### src/rtl/gcd_feeder.sv
// gcd_feeder: operand-pair FIFO and START/DONE sequencer in front of the gcd core.
// Optional WAIT-state watchdog is built in when GCD_FEEDER_WATCHDOG_EN is defined.
module gcd_feeder #(
  parameter int unsigned W       = 8,
  parameter int unsigned DEPTH   = 4,
  parameter int unsigned TIMEOUT = 255
) (
  input  logic                     CLK,
  input  logic                     RST,
  input  logic                     IN_VALID,
  output logic                     IN_READY,
  input  logic [W-1:0]             IN_A,
  input  logic [W-1:0]             IN_B,
  output logic                     GCD_START,
  output logic [W-1:0]             GCD_A,
  output logic [W-1:0]             GCD_B,
  input  logic [W-1:0]             GCD_Y,
  input  logic                     GCD_DONE,
  input  logic                     GCD_ERROR,
  output logic                     OUT_VALID,
  input  logic                     OUT_READY,
  output logic [W-1:0]             OUT_Y,
  output logic                     OUT_ERR,
  output logic [$clog2(DEPTH):0]   COUNT,
  output logic                     BUSY
);

  localparam int unsigned AW = $clog2(DEPTH);
  localparam logic [AW:0] FULL_COUNT = DEPTH[AW:0];

  typedef enum logic [1:0] {StIdle, StIssue, StWait, StHold} state_e;

  state_e          state_q, state_d;
  logic [2*W-1:0]  mem_q [DEPTH];
  logic [AW-1:0]   wr_ptr_q, rd_ptr_q;
  logic [AW:0]     count_q;
  logic            full, empty, push, pop;
  logic            done_q, done_rise, capture;
  logic [W-1:0]    gcd_a_q, gcd_b_q, out_y_q, out_y_d;
  logic            out_err_q, out_err_d;
  logic [2*W-1:0]  head;

  assign full      = (count_q == FULL_COUNT);
  assign empty     = (count_q == '0);
  assign IN_READY  = !full && !RST;
  assign push      = IN_VALID && IN_READY;
  assign pop       = (state_q == StIdle) && !empty;
  assign head      = mem_q[rd_ptr_q];
  assign done_rise = GCD_DONE && !done_q;

  // Storage is not reset; occupancy alone decides what is valid.
  always_ff @(posedge CLK) begin
    if (push) begin
      mem_q[wr_ptr_q] <= {IN_A, IN_B};
    end
  end

  always_ff @(posedge CLK) begin
    if (RST) begin
      wr_ptr_q <= '0;
      rd_ptr_q <= '0;
      count_q  <= '0;
    end else begin
      if (push) wr_ptr_q <= wr_ptr_q + 1'b1;
      if (pop)  rd_ptr_q <= rd_ptr_q + 1'b1;
      unique case ({push, pop})
        2'b10:   count_q <= count_q + 1'b1;
        2'b01:   count_q <= count_q - 1'b1;
        default: count_q <= count_q;
      endcase
    end
  end

`ifdef GCD_FEEDER_WATCHDOG_EN
  localparam int unsigned WDW = (TIMEOUT > 1) ? $clog2(TIMEOUT + 1) : 1;
  localparam logic [WDW-1:0] WD_LAST = WDW'(TIMEOUT - 1);

  logic [WDW-1:0] wd_q;
  logic           wd_expire;

  // Zero throughout the first WAIT cycle, so expiry lands TIMEOUT cycles after entry.
  always_ff @(posedge CLK) begin
    if (RST || state_q != StWait) begin
      wd_q <= '0;
    end else begin
      wd_q <= wd_q + 1'b1;
    end
  end

  assign wd_expire = (wd_q == WD_LAST);
`else
  logic        wd_expire;
  logic [31:0] unused_timeout;

  assign wd_expire      = 1'b0;
  assign unused_timeout = TIMEOUT;
`endif

  always_comb begin
    state_d   = state_q;
    capture   = 1'b0;
    out_y_d   = GCD_Y;
    out_err_d = GCD_ERROR;
    unique case (state_q)
      StIdle:  if (!empty) state_d = StIssue;
      StIssue: state_d = StWait;
      StWait: begin
        // A real DONE edge wins over a simultaneous timeout.
        if (done_rise) begin
          capture = 1'b1;
          state_d = StHold;
        end else if (wd_expire) begin
          capture   = 1'b1;
          out_y_d   = '0;
          out_err_d = 1'b1;
          state_d   = StHold;
        end
      end
      StHold:  if (OUT_READY) state_d = StIdle;
      default: state_d = StIdle;
    endcase
  end

  always_ff @(posedge CLK) begin
    if (RST) begin
      state_q   <= StIdle;
      done_q    <= 1'b0;
      gcd_a_q   <= '0;
      gcd_b_q   <= '0;
      out_y_q   <= '0;
      out_err_q <= 1'b0;
    end else begin
      state_q <= state_d;
      done_q  <= GCD_DONE;
      if (pop) begin
        gcd_a_q <= head[2*W-1:W];
        gcd_b_q <= head[W-1:0];
      end
      if (capture) begin
        out_y_q   <= out_y_d;
        out_err_q <= out_err_d;
      end
    end
  end

  assign GCD_START = (state_q == StIssue);
  assign GCD_A     = gcd_a_q;
  assign GCD_B     = gcd_b_q;
  assign OUT_VALID = (state_q == StHold);
  assign OUT_Y     = out_y_q;
  assign OUT_ERR   = out_err_q;
  assign COUNT     = count_q;
  assign BUSY      = (state_q != StIdle);

endmodule
### config.mk
export PLATFORM = sky130hd
export DESIGN_NAME = gcd_feeder
export DESIGN_NICKNAME = d
export VERILOG_FILES = /design/src/rtl/gcd_feeder.sv
export SDC_FILE = /design/constraint.sdc
export NUM_CORES = 1
export LEC_CHECK = 0
export ABC_AREA = 1
export CAP_MARGIN = 20
export CORE_MARGIN = 2
export CORE_UTILIZATION = 54
export DETAILED_ROUTE_END_ITERATION = 10
export PLACE_DENSITY_LB_ADDON = 0.1
export SYNTH_ARGS = -nofsm -noshare
export SYNTH_HDL_FRONTEND = slang
export SYNTH_SLANG_ARGS = --single-unit
### constraint.sdc
create_clock -name CLK -period 2.75 [get_ports CLK]
set_clock_uncertainty 0.05 [all_clocks]
set_input_delay 0.55 -clock CLK [delete_from_list [all_inputs] [get_ports CLK]]
set_output_delay 0.55 -clock CLK [all_outputs]
set_load 0.02 [all_outputs]
==> impl_results.md, run 1 <==
* Placed Instances at 612
* Mean post-synth cell area at 9.39 um2
* Clk buf depth at 2
* Worst hold slack after final layout at 0.398 ns
* Area fraction of the dominant cell type after synthesis at 0.454
* Via count of the first global-routing pass at 2701
* Final slew viol count at 0
* Setup TNS Final at 0 ns
* Worst endpoint data arrival time at 1.87 ns
* Slowest CP cell: sky130_fd_sc_hd__clkdlybuf4s50_1
* Largest cells by area after synthesis: sky130_fd_sc_hd__edfxtp_1, sky130_fd_sc_hd__dfxtp_1, sky130_fd_sc_hd__nor2_1
* Number of optimization iterations in the first detailed-route pass at 4
* Row count at 32
* Global-route usage over all layers at 0.189
* Clock buffer count from CTS at 9
* Final Hold Vio Count at 0
* Overall power at 4.75 mW
* Post-Synthesis Cells at 451
* Starting density of the core at 0.554
* Net count of the mapped netlist at 491
* Warnings, synthesis at 0
* WP data required at 2.15 ns
* Core region area at 0.00765 mm2
* Total number of cells along the worst setup path at 3
* Total wire length after detailed routing at 7.63 mm
* Flop and latch count out of synthesis at 99
* Remaining global-route overflow at 0
* Worst Reg-to-Reg Cells at 12
* RSZ-0062 raised after global routing: false
* Die Y-Extent at 92.5 um
* Peak VDD IR at 0.418 mV
* Library cells used by synthesis at 23
* Maxcap violations at 0
* Fillers at 634
* Via total after detailed routing at 2945
* Most used cells in the layout excluding fill and tap cells: sky130_fd_sc_hd__nor2_1, sky130_fd_sc_hd__nand2_1, sky130_fd_sc_hd__inv_1
* Final worst-path cycle share at 0.897
* DRT iter0 DRCs at 134
* Cell area after technology mapping at 0.00423 mm2
* Number of nets still failing antenna checks after routing at 0
* Kind of end point of the critical path: output pin
* Cts repair resizes at 0
* Growth of design area from synthesis to finish at 22.8%
* Commonest non-fill, non-tap cell in the layout: sky130_fd_sc_hd__nor2_1
* Library cell occupying the most area in the post-synthesis netlist: sky130_fd_sc_hd__edfxtp_1
* Layout Nets at 561
* Highest net fanout along the worst path at 4
* Max transition margin at 0.611
* First-pass GRT wire length at 12.4 mm
* Slew at the pin closest to its max-slew limit at 0.583 ns
* Number of antenna violations at the first check in global routing at 0
* Clock period minus final worst setup slack at 2.47 ns
* Capturing point of the worst reg2reg path: COUNT[2]
* Run status: finished clean
* Element type at the critical path start: input pin
* Worst Hold Path EP: OUT_Y[1]
* Detail-routed net length per standard cell at 12.1 um
* Peak clock frequency supported by timing at 0.405 GHz
* Static Leakage at 2.11 nW
* Via count normalized by instance count at 4.69
* Min-Delay Path Class: flop to flop
* Bufs and invs on worst path at 2
* CP max stage delay at 0.64 ns
* Width of the die at 92.5 um
* Worst Path Class, Setup: input pin to output pin
* Largest net degree at the start of global routing at 37
* CP delay by family, top: buffers and inverters
* Startpoint of the worst-slack reg-to-reg timing path: state_q[0]
* Post-place setup slack at 0.227 ns
* Quantity of I/O buffers inserted on ports at 61
* Post-CTS Hold Fix Bufs at 0
* Register-to-register setup slack at 0.37 ns
* Clock tree from TritonCTS: done
* Post-CTS setup-driven buffer insertion count at 0
* Placer Congestion at 0.791
* CTS root buf: sky130_fd_sc_hd__clkbuf_8
* Clock tree sinks at 99
* Worst-skew pair later-pin latency at 0.35 ns
* Number of H-tree branching levels at 3
* Sequential share of the synthesized area at 0.620
* Detailed-route DRC error count at 0
* Slack of the critical path at 0.283 ns
* Estimated wirelength of the detail-placed design at 5.21 mm
* DIE AREA at 0.00856 mm2
* Number of instances on the worst hold path at 2
* Power density normalized to cell area at 914 mW/mm2
* # IOs at 62
* # setup viols final at 0
* Fin cells at 628
* Proportion of layout cells with a drive suffix above 1 at 0.0722
* Cells traversed along the worst timing path: clkdlybuf4s50_1 -> a21oi_1 -> clkdlybuf4s50_1
* Reg clk slew, reported paths at 0.10 ns
* Antenna cell count at 0
* Cell seen most often among critical-path stages: sky130_fd_sc_hd__clkdlybuf4s50_1
* Startpoint of the most critical hold path: OUT_Y[1]
[registers in the layout, summed over array words and instances (netlist names)]
name	flops
state_q	2
OUT_ERR	1
OUT_Y	8
GCD_A	8
done_q	1
rd_ptr_q	2
wr_ptr_q	2
GCD_B	8
COUNT	3
mem_q	64
[layout make-up]
class                           instances  area [um2]  share of cell area
Clock buffer                           11         151              0.0291
Clock inverter                          5        58.8              0.0113
Inverter                               81         309              0.0594
Multi-Input combinational cell        255        1200               0.231
Sequential cell                        99        2620               0.505
Tap cell                              102         128              0.0245
Timing Repair Buffer                   75         728               0.140
[per-layer routing]
| metal | track usage | up-vias | wire length, um |
|---|---|---|---|
| met1 | 0.250 | 1331 | 3580 |
| li1 | - | 1539 | - |
| met5 | 0 | - | 0 |
| met4 | 0.0771 | 0 | 141 |
| met2 | 0.310 | 62 | 3510 |
| met3 | 0.0358 | 13 | 394 |
[power by group]
group | leakage [nW] | switching, mW | internal [mW]
Sequential | 0.869 | 0.180 | 1.81
Combinational | 1.14 | 1.04 | 0.763
Clock | 0.110 | 0.483 | 0.474
[cell usage after synthesis, drive strengths merged]
cell type,count
fa,1
nand2,81
o21ai,13
ha,9
nand3,21
edfxtp,64
a21oi,30
xor2,1
and2,16
nand4,1
dfxtp,35
clkbuf,2
or2,1
nor2,81
buf,14
inv,81
[stage by stage]
stage	utilization	instance area (um2)
floorplan	-	4230
global placement	0.652	4990
detailed placement	0.652	4990
CTS	0.680	5200
global route	0.680	5200
finish	0.680	5200
[worst max-delay path by stage]
stage	endpoint	startpoint	slack, ns
floorplan	COUNT[2]	state_q[0]	0.61
global placement	COUNT[2]	RST	0.26
detailed placement	COUNT[2]	RST	0.23
CTS	IN_READY	RST	0.29
global route	COUNT[2]	state_q[0]	0.18
finish	IN_READY	RST	0.28
[logic make-up (layout without fill, tap and decap cells)]
| logic type | after synthesis | count (layout) | share of synthesized area |
|---|---|---|---|
| AND/OR/NAND/NOR | 201 | 201 | 0.199 |
| XOR/XNOR | 1 | 1 | 0.00207 |
| flip-flops | 99 | 99 | 0.620 |
| AO/OA/AOI/OAI | 43 | 43 | 0.0508 |
| buffers and inverters | 97 | 172 | 0.0970 |
| adder cells (fa/ha/maj) | 10 | 10 | 0.0313 |
[worst reg2reg max path, delay by kind of cell, from the launching register on]
kind	cells	cell delay [ns]
buf+inv	3	0.37
fa+ha+maj	3	0.80
simple gates	6	0.72
flops	1	0.35
(Power assumes the default switching activity.)
==> run 2: changes to the inputs <==
--- a/config.mk
+++ b/config.mk
@@ -10,7 +10,7 @@
 export CORE_MARGIN = 2
 export CORE_UTILIZATION = 54
 export DETAILED_ROUTE_END_ITERATION = 10
-export PLACE_DENSITY_LB_ADDON = 0.1
+export PLACE_DENSITY = 0.79
 export SYNTH_ARGS = -nofsm -noshare
 export SYNTH_HDL_FRONTEND = slang
 export SYNTH_SLANG_ARGS = --single-unit
==> constraint.sdc (replaced) <==
create_clock -name CLK -period 2.75 [get_ports CLK]
set_clock_uncertainty 0.05 [all_clocks]
set_input_delay 0.275 -clock CLK [delete_from_list [all_inputs] [get_ports CLK]]
set_output_delay 0.275 -clock CLK [all_outputs]
set_load 0.02 [all_outputs]
==> run 2 against run 1 <==
  * Non-clock buffer count decreased by 2
  * First-iteration DRC count up 26%
  * Clock power decreased by 4.9%
  * Worst hold slack got worse by 0.0030 ns
  * Cell area down 0.91%
  * Sequential share of layout area grew 0.47 points
  * Sequential power about the same
  * Power decreased by 0.75%
  * Critical path depth is 9 higher
  * Largest power group unchanged
==> impl_results.md, run 2 (same netlist as run 1, synthesis figures left out) <==
* Seq. cell area at 0.00262 mm2
* Power density normalized to cell area at 916 mW/mm2
* Cells traversed along the worst timing path: inv_1 -> ha_1 -> nand2_4 -> inv_6 -> ha_1 -> inv_1 -> fa_1 -> or2_2 -> nand2_1 -> nand2_1 -> nand2_1 -> nor2_1
* Starting density of the core at 0.554
* Number of antenna violations at the first check in global routing at 0
* Peak clock frequency supported by timing at 0.421 GHz
* Growth of design area from synthesis to finish at 21.7%
* Number of optimization iterations in the first detailed-route pass at 4
* Highest net fanout along the worst path at 19
* Remaining global-route overflow at 0
* # IOs at 62
* Placed Instances at 610
* Cell seen most often among critical-path stages: sky130_fd_sc_hd__nand2_1
* DRT iter0 DRCs at 169
* Via count normalized by instance count at 4.81
* Peak VDD IR at 0.391 mV
* Worst Path Class, Setup: flop to flop
* Commonest non-fill, non-tap cell in the layout: sky130_fd_sc_hd__nor2_1
* Slew at the pin closest to its max-slew limit at 0.585 ns
* Global-route usage over all layers at 0.201
* Clock tree from TritonCTS: done
* Number of nets still failing antenna checks after routing at 0
* DIE AREA at 0.00856 mm2
* Post-CTS Hold Fix Bufs at 0
* Width of the die at 92.5 um
* # setup viols final at 0
* Layout Nets at 559
* Max transition margin at 0.610
* Clock buffer count from CTS at 9
* Number of H-tree branching levels at 3
* Via count of the first global-routing pass at 2917
* Clk buf depth at 2
* Largest net degree at the start of global routing at 33
* Antenna cell count at 0
* Fillers at 565
* Static Leakage at 2.09 nW
* Die Y-Extent at 92.5 um
* Instance area after placement at 0.00496 mm2
* Overall power at 4.72 mW
* First-pass GRT wire length at 13.2 mm
* WP data required at 2.96 ns
* Clock period minus final worst setup slack at 2.38 ns
* Element type at the critical path start: flop
* Slack of the critical path at 0.372 ns
* Area used by multi-input combinational logic at 0.00120 mm2
* Post-Layout Inst Area at 0.00515 mm2
* Clock tree sinks at 99
* Row count at 32
* Register-to-register setup slack at 0.37 ns
* Final worst-path cycle share at 0.865
* Post-place setup slack at 0.373 ns
* Maxcap violations at 0
* Estimated wirelength of the detail-placed design at 5.45 mm
* Post-CTS setup-driven buffer insertion count at 0
* CTS root buf: sky130_fd_sc_hd__clkbuf_8
* Setup TNS Final at 0 ns
* Detailed-route DRC error count at 0
* Proportion of layout cells with a drive suffix above 1 at 0.0650
* Total wire length after detailed routing at 8.12 mm
* Kind of end point of the critical path: flop
* Max reg flops at 64
* Cts repair resizes at 0
* Final Hold Vio Count at 0
* Worst-skew pair later-pin latency at 0.36 ns
* Placer Congestion at 0.765
* Most used cells in the layout excluding fill and tap cells: sky130_fd_sc_hd__nor2_1, sky130_fd_sc_hd__nand2_1, sky130_fd_sc_hd__inv_1
* Min-Delay Path Class: flop to flop
* Reg clk slew, reported paths at 0.09 ns
* Core region area at 0.00765 mm2
* Final slew viol count at 0
* Slowest CP cell: sky130_fd_sc_hd__fa_1
* Via total after detailed routing at 3005
* Top reg by flops: mem_q
* Detail-routed net length per standard cell at 13.0 um
* Run status: finished clean
* CP max stage delay at 0.38 ns
* RSZ-0062 raised after global routing: false
* Quantity of I/O buffers inserted on ports at 61
* Fin cells at 625
* Worst endpoint data arrival time at 2.59 ns
-- run 2: changes by cell type in the layout (fill, tap and decap cells not counted), sizes merged --
cell and delta:
clkbuf -2, clkinvlp +1, buf -2, clkinv +1, inv -1
-- run 2: routing by layer --
| layer | track usage | part of all wire | wire length, um |
|---|---|---|---|
| met1 | 0.234 | 0.43 | 3530 |
| met5 | 0 | 0 | 0 |
| met2 | 0.368 | 0.50 | 4090 |
| met3 | 0.0342 | 0.045 | 366 |
| met4 | 0.0821 | 0.017 | 140 |
-- run 2: stage by stage --
| step | utilization | hold slack [ns] |
|---|---|---|
| floorplan | - | 0.324 |
| global placement | 0.649 | 0.379 |
| detailed placement | 0.649 | 0.386 |
| CTS | 0.674 | 0.400 |
| global route | 0.674 | 0.420 |
| finish | 0.674 | 0.395 |
-- run 2: layout make-up --
class                   instances  area share
flip-flops and latches         99       0.509
well taps                     102      0.0248
clock inverters                 6      0.0129
clock buffers                   9      0.0240
inverters                      81      0.0600
repair buffers                 73       0.136
multi-input cells             255       0.233
-- run 2: where the power goes --
part           internal, mW  switching, mW
Sequential             1.81          0.182
Combinational         0.750           1.06
Clock                 0.419          0.493
-- run 2: worst paths after layout --
check / from / end / cells after the start
setup / recovery: state_q[0] / COUNT[2] / 12
hold / removal: OUT_Y[7] / OUT_Y[7] / 2
setup reg to reg: state_q[0] / COUNT[2] / 12
hold reg to reg: OUT_Y[7] / OUT_Y[7] / 2
-- run 2: worst max-delay path, delay by kind of cell, from the launching register on --
family	cells	cell delay, ns
buffers and inverters	3	0.36
DFF	1	0.35
adders and majority gates	3	0.82
and+or+nand+nor	6	0.70
